[src/rtl/uart_rx.sv]
// 8N1 UART receiver with mid-bit sampling and a valid/ready output stage.
// Define UART_RX_PARITY_EN for 8E1 framing with a parity_err pulse.
module uart_rx #(
   parameter int unsigned CLKS_PER_BIT = 868
) (
   input  logic       clk,
   input  logic       rst,
   input  logic       rx,
   output logic [7:0] rx_data,
   output logic       rx_valid,
   input  logic       rx_ready,
   output logic       frame_err,
   output logic       overrun,
`ifdef UART_RX_PARITY_EN
   output logic       parity_err,
`endif
   output logic       busy
);

   localparam int unsigned CW = $clog2(CLKS_PER_BIT + 1);
   localparam logic [CW-1:0] HALF_BIT = CW'(CLKS_PER_BIT / 2);
   localparam logic [CW-1:0] FULL_BIT = CW'(CLKS_PER_BIT - 1);

   typedef enum logic [2:0] {
      IDLE,
      START,
      DATA,
`ifdef UART_RX_PARITY_EN
      PARITY,
`endif
      STOP,
      WAIT_IDLE
   } state_t;

   state_t          state, state_nxt;
   logic            rx_meta, rx_s;
   logic [CW-1:0]   cnt;
   logic [2:0]      bit_idx;
   logic [7:0]      shreg;
   logic            bit_tick;
   logic            stop_sample, stop_bad, byte_done;
`ifdef UART_RX_PARITY_EN
   logic            par_bit, par_bad;
`endif

   always_ff @(posedge clk or posedge rst) begin
      if (rst) begin
         rx_meta <= 1'b1;
         rx_s    <= 1'b1;
      end else begin
         rx_meta <= rx;
         rx_s    <= rx_meta;
      end
   end

   assign bit_tick = (cnt == '0);

   always_ff @(posedge clk or posedge rst) begin
      if (rst) state <= IDLE;
      else     state <= state_nxt;
   end

   always_comb begin
      state_nxt = state;
      case (state)
         IDLE:      if (!rx_s) state_nxt = START;
         START:     if (bit_tick) state_nxt = rx_s ? IDLE : DATA;
`ifdef UART_RX_PARITY_EN
         DATA:      if (bit_tick && bit_idx == 3'd7) state_nxt = PARITY;
         PARITY:    if (bit_tick) state_nxt = STOP;
`else
         DATA:      if (bit_tick && bit_idx == 3'd7) state_nxt = STOP;
`endif
         STOP:      if (bit_tick) state_nxt = rx_s ? IDLE : WAIT_IDLE;
         WAIT_IDLE: if (rx_s) state_nxt = IDLE;
         default:   state_nxt = IDLE;
      endcase
   end

   always_comb begin
      busy        = (state != IDLE);
      stop_sample = (state == STOP) && bit_tick;
      stop_bad    = stop_sample && !rx_s;
`ifdef UART_RX_PARITY_EN
      par_bad     = stop_sample && (^{shreg, par_bit});
      byte_done   = stop_sample && rx_s && !(^{shreg, par_bit});
`else
      byte_done   = stop_sample && rx_s;
`endif
   end

   // Counter reloads a full bit on every sample, so samples stay mid-bit.
   always_ff @(posedge clk or posedge rst) begin
      if (rst) begin
         cnt     <= '0;
         bit_idx <= '0;
         shreg   <= '0;
`ifdef UART_RX_PARITY_EN
         par_bit <= 1'b0;
`endif
      end else begin
         case (state)
            IDLE: begin
               bit_idx <= '0;
               if (!rx_s) cnt <= HALF_BIT;
            end
            START: cnt <= bit_tick ? FULL_BIT : cnt - CW'(1);
            DATA: begin
               cnt <= bit_tick ? FULL_BIT : cnt - CW'(1);
               if (bit_tick) begin
                  shreg   <= {rx_s, shreg[7:1]};
                  bit_idx <= bit_idx + 3'd1;
               end
            end
`ifdef UART_RX_PARITY_EN
            PARITY: begin
               cnt <= bit_tick ? FULL_BIT : cnt - CW'(1);
               if (bit_tick) par_bit <= rx_s;
            end
`endif
            STOP:    cnt <= bit_tick ? '0 : cnt - CW'(1);
            default: cnt <= '0;
         endcase
      end
   end

   // A completion on a transfer cycle reloads; otherwise a pending byte wins.
   always_ff @(posedge clk or posedge rst) begin
      if (rst) begin
         rx_data    <= '0;
         rx_valid   <= 1'b0;
         frame_err  <= 1'b0;
         overrun    <= 1'b0;
`ifdef UART_RX_PARITY_EN
         parity_err <= 1'b0;
`endif
      end else begin
         frame_err <= stop_bad;
         overrun   <= 1'b0;
`ifdef UART_RX_PARITY_EN
         parity_err <= par_bad;
`endif
         if (rx_valid && rx_ready) rx_valid <= 1'b0;
         if (byte_done) begin
            if (!rx_valid || rx_ready) begin
               rx_data  <= shreg;
               rx_valid <= 1'b1;
            end else begin
               overrun <= 1'b1;
            end
         end
      end
   end

endmodule

[config.mk]
export PLATFORM = sky130hd
export DESIGN_NAME = uart_rx
export DESIGN_NICKNAME = d
export VERILOG_FILES = /design/src/rtl/uart_rx.sv
export SDC_FILE = /design/constraint.sdc
export NUM_CORES = 1
export LEC_CHECK = 0
export BUFFER_PORTS_ARGS = -buffer_cell sky130_fd_sc_hd__buf_2
export CELL_PAD_IN_SITES_DETAIL_PLACEMENT = 2
export CELL_PAD_IN_SITES_GLOBAL_PLACEMENT = 2
export CORE_MARGIN = 2
export CORE_UTILIZATION = 35
export CTS_CLUSTER_SIZE = 40
export DETAILED_ROUTE_END_ITERATION = 10
export PLACE_DENSITY_LB_ADDON = 0.1
export SLEW_MARGIN = 0
export SYNTH_ARGS = -nofsm -noshare
export SYNTH_HDL_FRONTEND = slang
export SYNTH_SLANG_ARGS = --single-unit
[constraint.sdc]
create_clock -name clk -period 2.25 [get_ports clk]
set_clock_uncertainty 0.15 [all_clocks]
set_input_delay 0.225 -clock clk [delete_from_list [all_inputs] [get_ports clk]]
set_output_delay 0.225 -clock clk [all_outputs]
set_load 0.01 [all_outputs]
==> results.md, run 1 <==
- CP Capture Type: flop
- Clock sinks: 37
- Distinct cells, synth: 41
- Max FO, Critical Path: 8
- Period Utilization, post-route: 96.5%
- Drt first-iter violations: 26
- Status: finished, final reports clean
- Initial antenna violation count: 0
- Reg2Reg Setup Slack: 0.08 ns
- Share of layout cells above drive strength 1: 38.5%
- Time the worst path needs with I/O delays and setup: 2.17 ns
- Die W: 74.9 um
- Largest net degree at the start of global routing: 38
- Fillers: 507
- DRT Pass-1 Iters: 4
- Vias in the first global route: 1494
- Max-cap viol count: 0
- Sequential area share after synthesis: 52.7%
- Vias: 1372
- Post-synthesis average cell area: 11.1 sq um
- Worst EP required: 2.27 ns
- Core area: 0.00479 sq mm
- Htree depth: 2
- Number of synthesized flops with an enable pin: 0
- Commonest cells in the netlist: dfrtp_1, mux2_2, nand2_1, o21ai_0
- Area delta synth->final: 23.9%
- Design Power: 1.14 mW
- Grt total ovfl: 0
- Largest area contributor in the netlist: dfrtp_1
- Ys async rst share: 100%
- RR Startpoint: cnt[1]
- Net count, final: 201
- Rows: 25
- DR WL/cell: 18.7 um
- Fmax: 460 MHz
- Crit path max-delay cell type: or4b_4
- Total GRT Usage: 19.5%
- Top post-synthesis cells by area: dfrtp_1, mux2_2, o21ai_0
- Leakage power: 1.05 nW
- Slew headroom: 61.0%
- Die Footprint: 0.00561 sq mm
- Worst-path cell chain: inv_1 -> ha_2 -> or4b_4 -> nor3_4 -> nand4_4 -> mux2_2
- Routed Antenna Nets: 0
- Hold path cells: 3
- Final Slew Violations: 0
- Final Util: 45.6%
- Slew @ Worst Pin: 0.579 ns
- Worst Hold Class: primary input to flop
- Critical Path Source Type: flop
- Yosys warning count: 0
- Post-synthesis cell area: 0.00176 sq mm
- Num CTS Buffers: 5
- Drt total wl: 4890 um
- Syn nets: 165
- Clk_lat worst skew: 0.28 ns
- Number of top-level pins: 16
- Number of synthesized register bits: 37
- Min-Delay Startpoint: rx_ready
- First-pass GRT wire length: 7940 um
- RD Place Congestion: 0.772
- PortBufs: 15
- Top-area cell type share of the netlist area: 49.8%
- Clock root buffer: clkbuf_8
- Cell with the most instances after synthesis: dfrtp_1
- TNS Setup: 0 ns
- PD cells: 522 mW/mm^2
- CTS tree: yes
- Ys flop type: dfrtp_1
- RR Endpoint: rx_data[7]
- Drt drc: 0
- Initial core utilization: 36.8%
- CP Class: flop to flop
- Min-Delay Endpoint: overrun
- Clk slew on worst S/H paths: 0.07 ns
- Hold Vio Cnt, Final: 0
- Max VDD drop: 0.000266 V
- Inserted Diodes: 0
- Worst r2r path cells: 6
- Syn Inst Count: 158
- Vias per cell: 5.24
- Dpl hpwl: 3340 um
- Maximum clock path buffer count: 2
- Slowest stage delay, CP: 0.53 ns
- Final setup violation count: 0
- WP data arrival: 2.19 ns
- DIE HEIGHT: 74.9 um
==> layout make-up <==
cell class	count	area (sq um)	share of cell area [%]
Sequential cell	37	928	42.6
Multi-Input combinational cell	104	779	35.7
Timing Repair Buffer	39	280	12.9
Tap cell	67	83.8	3.84
Clock buffer	6	72.6	3.33
Inverter	7	26.3	1.20
Clock inverter	2	10.0	0.459
==> where the power goes <==
group	total [mW]	switching [mW]	internal, mW
clock	0.445	0.230	0.215
combinational	0.0209	0.0147	0.00620
sequential	0.672	0.00402	0.668
==> logic make-up after synthesis <==
logic type,after synthesis,share of synthesized area (%)
AND/OR/NAND/NOR,51,17.4
adder cells (fa/ha/maj),3,2.13
flip-flops,37,52.7
multiplexers,17,11.1
AO/OA/AOI/OAI,33,11.7
buffers and inverters,17,4.90
==> through the flow <==
| stage | worst slack, ns | cells | hold slack, ns | area (sq um) |
|---|---|---|---|---|
| final | 0.0776 | 262 | 0.183 | 2180 |
| after global routing | -0.0112 | 262 | 0.182 | 2180 |
| after CTS | 0.000719 | 260 | 0.173 | 2140 |
| after detailed placement | -0.0332 | 250 | 0.186 | 2020 |
| after global placement | 0.0209 | 250 | 0.183 | 2020 |
| after floorplan | -0.00730 | 158 | 0.0795 | 1760 |
==> worst max-delay path by stage <==
| stage | cells after the start | from | slack (ns) | end |
|---|---|---|---|---|
| 6_report | 6 | cnt[1] | 0.08 | rx_data[7] |
| 5_1_grt | 6 | cnt[1] | -0.01 | state[1] |
| 4_1_cts | 6 | cnt[0] | 0.0007 | rx_data[7] |
| 3_5_place_dp | 6 | cnt[0] | -0.03 | rx_data[2] |
| 3_3_place_gp | 6 | cnt[0] | 0.02 | rx_data[6] |
| 2_1_floorplan | 7 | cnt[1] | -0.007 | shreg[0] |
==> timing repair <==
| item | CTS | global route |
|---|---|---|
| resized for setup | 2 | 5 |
| endpoints found under the setup margin | 8 | 16 |
| pin swaps | 0 | 2 |
| cloned | 0 | 0 |
| endpoints found under the hold margin | 36 | 0 |
| buffers inserted | 0 | 2 |
| hold buffers | 2 | 0 |
==> state kept, by name, indices dropped and copies added, names as in the netlist <==
| register | count |
|---|---|
| rx_s | 1 |
| rx_meta | 1 |
| shreg | 8 |
| bit_idx | 3 |
| cnt | 10 |
| state | 3 |
| rx_data | 8 |
| frame_err | 1 |
| overrun | 1 |
| rx_valid | 1 |
==> critical path, delay by kind of cell (launching register included) <==
kind                       cells  cell delay (ns)
and+or+nand+nor                3             0.96
DFF                            1             0.39
buffers and inverters          1             0.06
muxes                          1             0.33
adders and majority gates      1             0.17
==> cells in the final DEF, fill, tap and decap left out, types with 2 or more instances in the layout <==
cell           instances
dfrtp_1               35
buf_4                 19
mux2_2                16
buf_2                 15
nand2_1               13
o21ai_0               13
nor2_1                 7
nor3_1                 7
inv_1                  6
nor4_1                 5
a21oi_1                5
clkbuf_8               5
a22oi_1                3
nand3_1                3
nor3_4                 2
nand2b_1               2
o211ai_1               2
ha_1                   2
clkinv_2               2
dlygate4sd3_1          2
buf_6                  2
dfstp_2                2
==> layer usage <==
metal | up-vias | global-route usage [%] | part of all wire [%] | wire, um
met5 | - | 0 | 0 | 0
met4 | 0 | 5.16 | 0.31 | 15
met3 | 2 | 4.55 | 2.6 | 126
met2 | 15 | 33.0 | 52 | 2560
met1 | 706 | 25.0 | 45 | 2190
li1 | 649 | - | - | -
Power figures use the tool's default switching activity.
==> run 2, diff against run 1 <==
- BUFFER_PORTS_ARGS: -buffer_cell sky130_fd_sc_hd__buf_2 -> -buffer_cell sky130_fd_sc_hd__buf_4
==> run 2 against run 1 <==
Net effect: sequential share of layout area fell by 1.6 points; cell area rose by 4.0%; sequential cell count unchanged; largest power group unchanged; clock-buffer cell count decreased by 1; critical path depth did not move; global-route usage down 0.42 points.
==> results.md, run 2 (synthesized netlist as in run 1, its figures left out) <==
- Largest register FFs: 10
- Fmax: 462 MHz
- Clock root buffer: clkbuf_8
- Net count, final: 202
- Hold WS: 0.210 ns
- Largest net degree at the start of global routing: 38
- Time the worst path needs with I/O delays and setup: 2.17 ns
- Routed Antenna Nets: 0
- Dpl ws: -0.0635 ns
- Net Sw Power: 276 uW
- Drt total wl: 4830 um
- Final Util: 47.4%
- Worst EP required: 2.28 ns
- Most common cell after layout, fill and taps aside: buf_4
- Initial antenna violation count: 0
- CP Buf/Inv Count: 1
- Worst r2r path cells: 6
- Slew @ Worst Pin: 0.560 ns
- Total GRT Usage: 19.0%
- Clk_lat worst skew: 0.30 ns
- Final setup violation count: 0
- PortBufs: 15
- Vias per cell: 5.24
- PD cells: 566 mW/mm^2
- Logic pwr share: 1.7%
- WP data arrival: 2.19 ns
- Maximum clock path buffer count: 2
- Internal: 1.01 mW
- DIE HEIGHT: 74.9 um
- Share of layout cells above drive strength 1: 40.3%
- Most frequent cells in the layout: buf_4, dfrtp_1, mux2_2
- Storage cell area: 928 sq um
- Clock power share: 45.9%
- Num CTS Buffers: 5
- RR Startpoint: cnt[0]
- Drt first-iter violations: 37
- First-pass GRT wire length: 7770 um
- Vias: 1377
- Reg2Reg Setup Slack: 0.08 ns
- Status: finished, final reports clean
- RR Endpoint: rx_data[7]
- Drt drc: 0
- Period Utilization, post-route: 96.2%
- Min-Delay Startpoint: rx_meta
- CTS tree: yes
- Setup bufs post-CTS: 0
- Fillers: 512
- Max FO, Critical Path: 8
- Number of top-level pins: 16
- Sw Ratio: 21.5%
- CP Class: flop to flop
- Htree depth: 2
- Worst setup margin: 0.0844 ns
- Clock sinks: 37
- RD Place Congestion: 0.755
- Slowest stage delay, CP: 0.52 ns
- DR WL/cell: 18.4 um
- Max VDD drop: 0.000274 V
- Final Slew Violations: 0
- Die Footprint: 0.00561 sq mm
- Vias in the first global route: 1555
- Worst-path cell chain: inv_2 -> ha_2 -> or4b_4 -> nor3_4 -> nand4_4 -> mux2_2
- Max-cap viol count: 0
- DRT Pass-1 Iters: 4
- Registers with the most flip-flops: cnt x10, rx_data x8, shreg x8
- Biggest register: cnt
- Inserted Diodes: 0
- Area delta synth->final: 28.8%
- Core area: 0.00479 sq mm
- Die W: 74.9 um
- Worst Hold Class: flop to flop
- Crit path max-delay cell type: or4b_4
- Rows: 25
- Hold Vio Cnt, Final: 0
- Critical Path Source Type: flop
- Hold path cells: 0
- Min-Delay Endpoint: rx_s
- Dpl hpwl: 3380 um
- Clk slew on worst S/H paths: 0.08 ns
- Initial core utilization: 36.8%
- Leakage power: 1.07 nW
- TNS Setup: 0 ns
- Area of the multi-input gates: 792 sq um
- Seq pwr share: 52.4%
- Grt total ovfl: 0
- CP Capture Type: flop
- Slew headroom: 62.3%
- Crit path max-delay family: simple AND/OR/NAND/NOR gates
## run 2: power groups by stage
stage | registers (mW) | logic (mW) | clock network [mW]
after floorplan | 0.681 | 0.0133 | 0
after global routing | 0.672 | 0.0257 | 0.637
after CTS | 0.671 | 0.0237 | 0.615
final | 0.672 | 0.0224 | 0.589
after global placement | 0.684 | 0.0196 | 0
after detailed placement | 0.684 | 0.0208 | 0
## run 2: worst reg2reg max path, stage by stage, from the launching register on
cell	delay (ns)
dfrtp_1	0.39
inv_2	0.07
ha_2	0.18
or4b_4	0.52
nor3_4	0.19
nand4_4	0.21
mux2_2	0.34
## run 2: how the worst max path moves through the flow
| stage | startpoint | slack (ns) | cells past startpoint | endpoint |
|---|---|---|---|---|
| 2_1_floorplan | cnt[1] | -0.007 | 7 | shreg[0] |
| 3_3_place_gp | cnt[0] | 0.03 | 6 | rx_data[6] |
| 3_5_place_dp | cnt[0] | -0.06 | 6 | rx_data[7] |
| 4_1_cts | cnt[0] | 0.02 | 8 | state[0] |
| 5_1_grt | cnt[0] | -0.007 | 8 | state[0] |
| 6_report | cnt[0] | 0.08 | 6 | rx_data[7] |
## run 2: layout make-up
| cell class | count | area share (%) |
|---|---|---|
| flip-flops and latches | 37 | 40.9 |
| multi-input cells | 104 | 34.9 |
| clock inverters | 3 | 2.04 |
| repair buffers | 40 | 14.2 |
| well taps | 67 | 3.70 |
| inverters | 7 | 1.16 |
| clock buffers | 5 | 3.04 |
## run 2: stage by stage
step / total power [mW] / instance area [sq um] / cells
finish: 1.28 / 2270 / 263
CTS: 1.31 / 2240 / 263
detailed placement: 0.705 / 2080 / 253
floorplan: 0.694 / 1760 / 158
global placement: 0.704 / 2080 / 253
global route: 1.34 / 2270 / 263
## run 2: per-layer routing
layer,vias to the layer above,GRT usage (%),routed length (um),part of all wire (%)
li1,642,-,-,-
met1,709,23.2,2130,44
met2,17,32.3,2460,51
met3,9,5.09,129,2.7
met4,0,7.14,109,2.3
met5,-,0,0,0
## run 2: timing repair
action	in CTS	in global routing
hold buffers	2	0
gates resized for setup	3	5
pin swaps	0	2
endpoints found under the hold margin	36	0
setup endpoints to repair	10	14
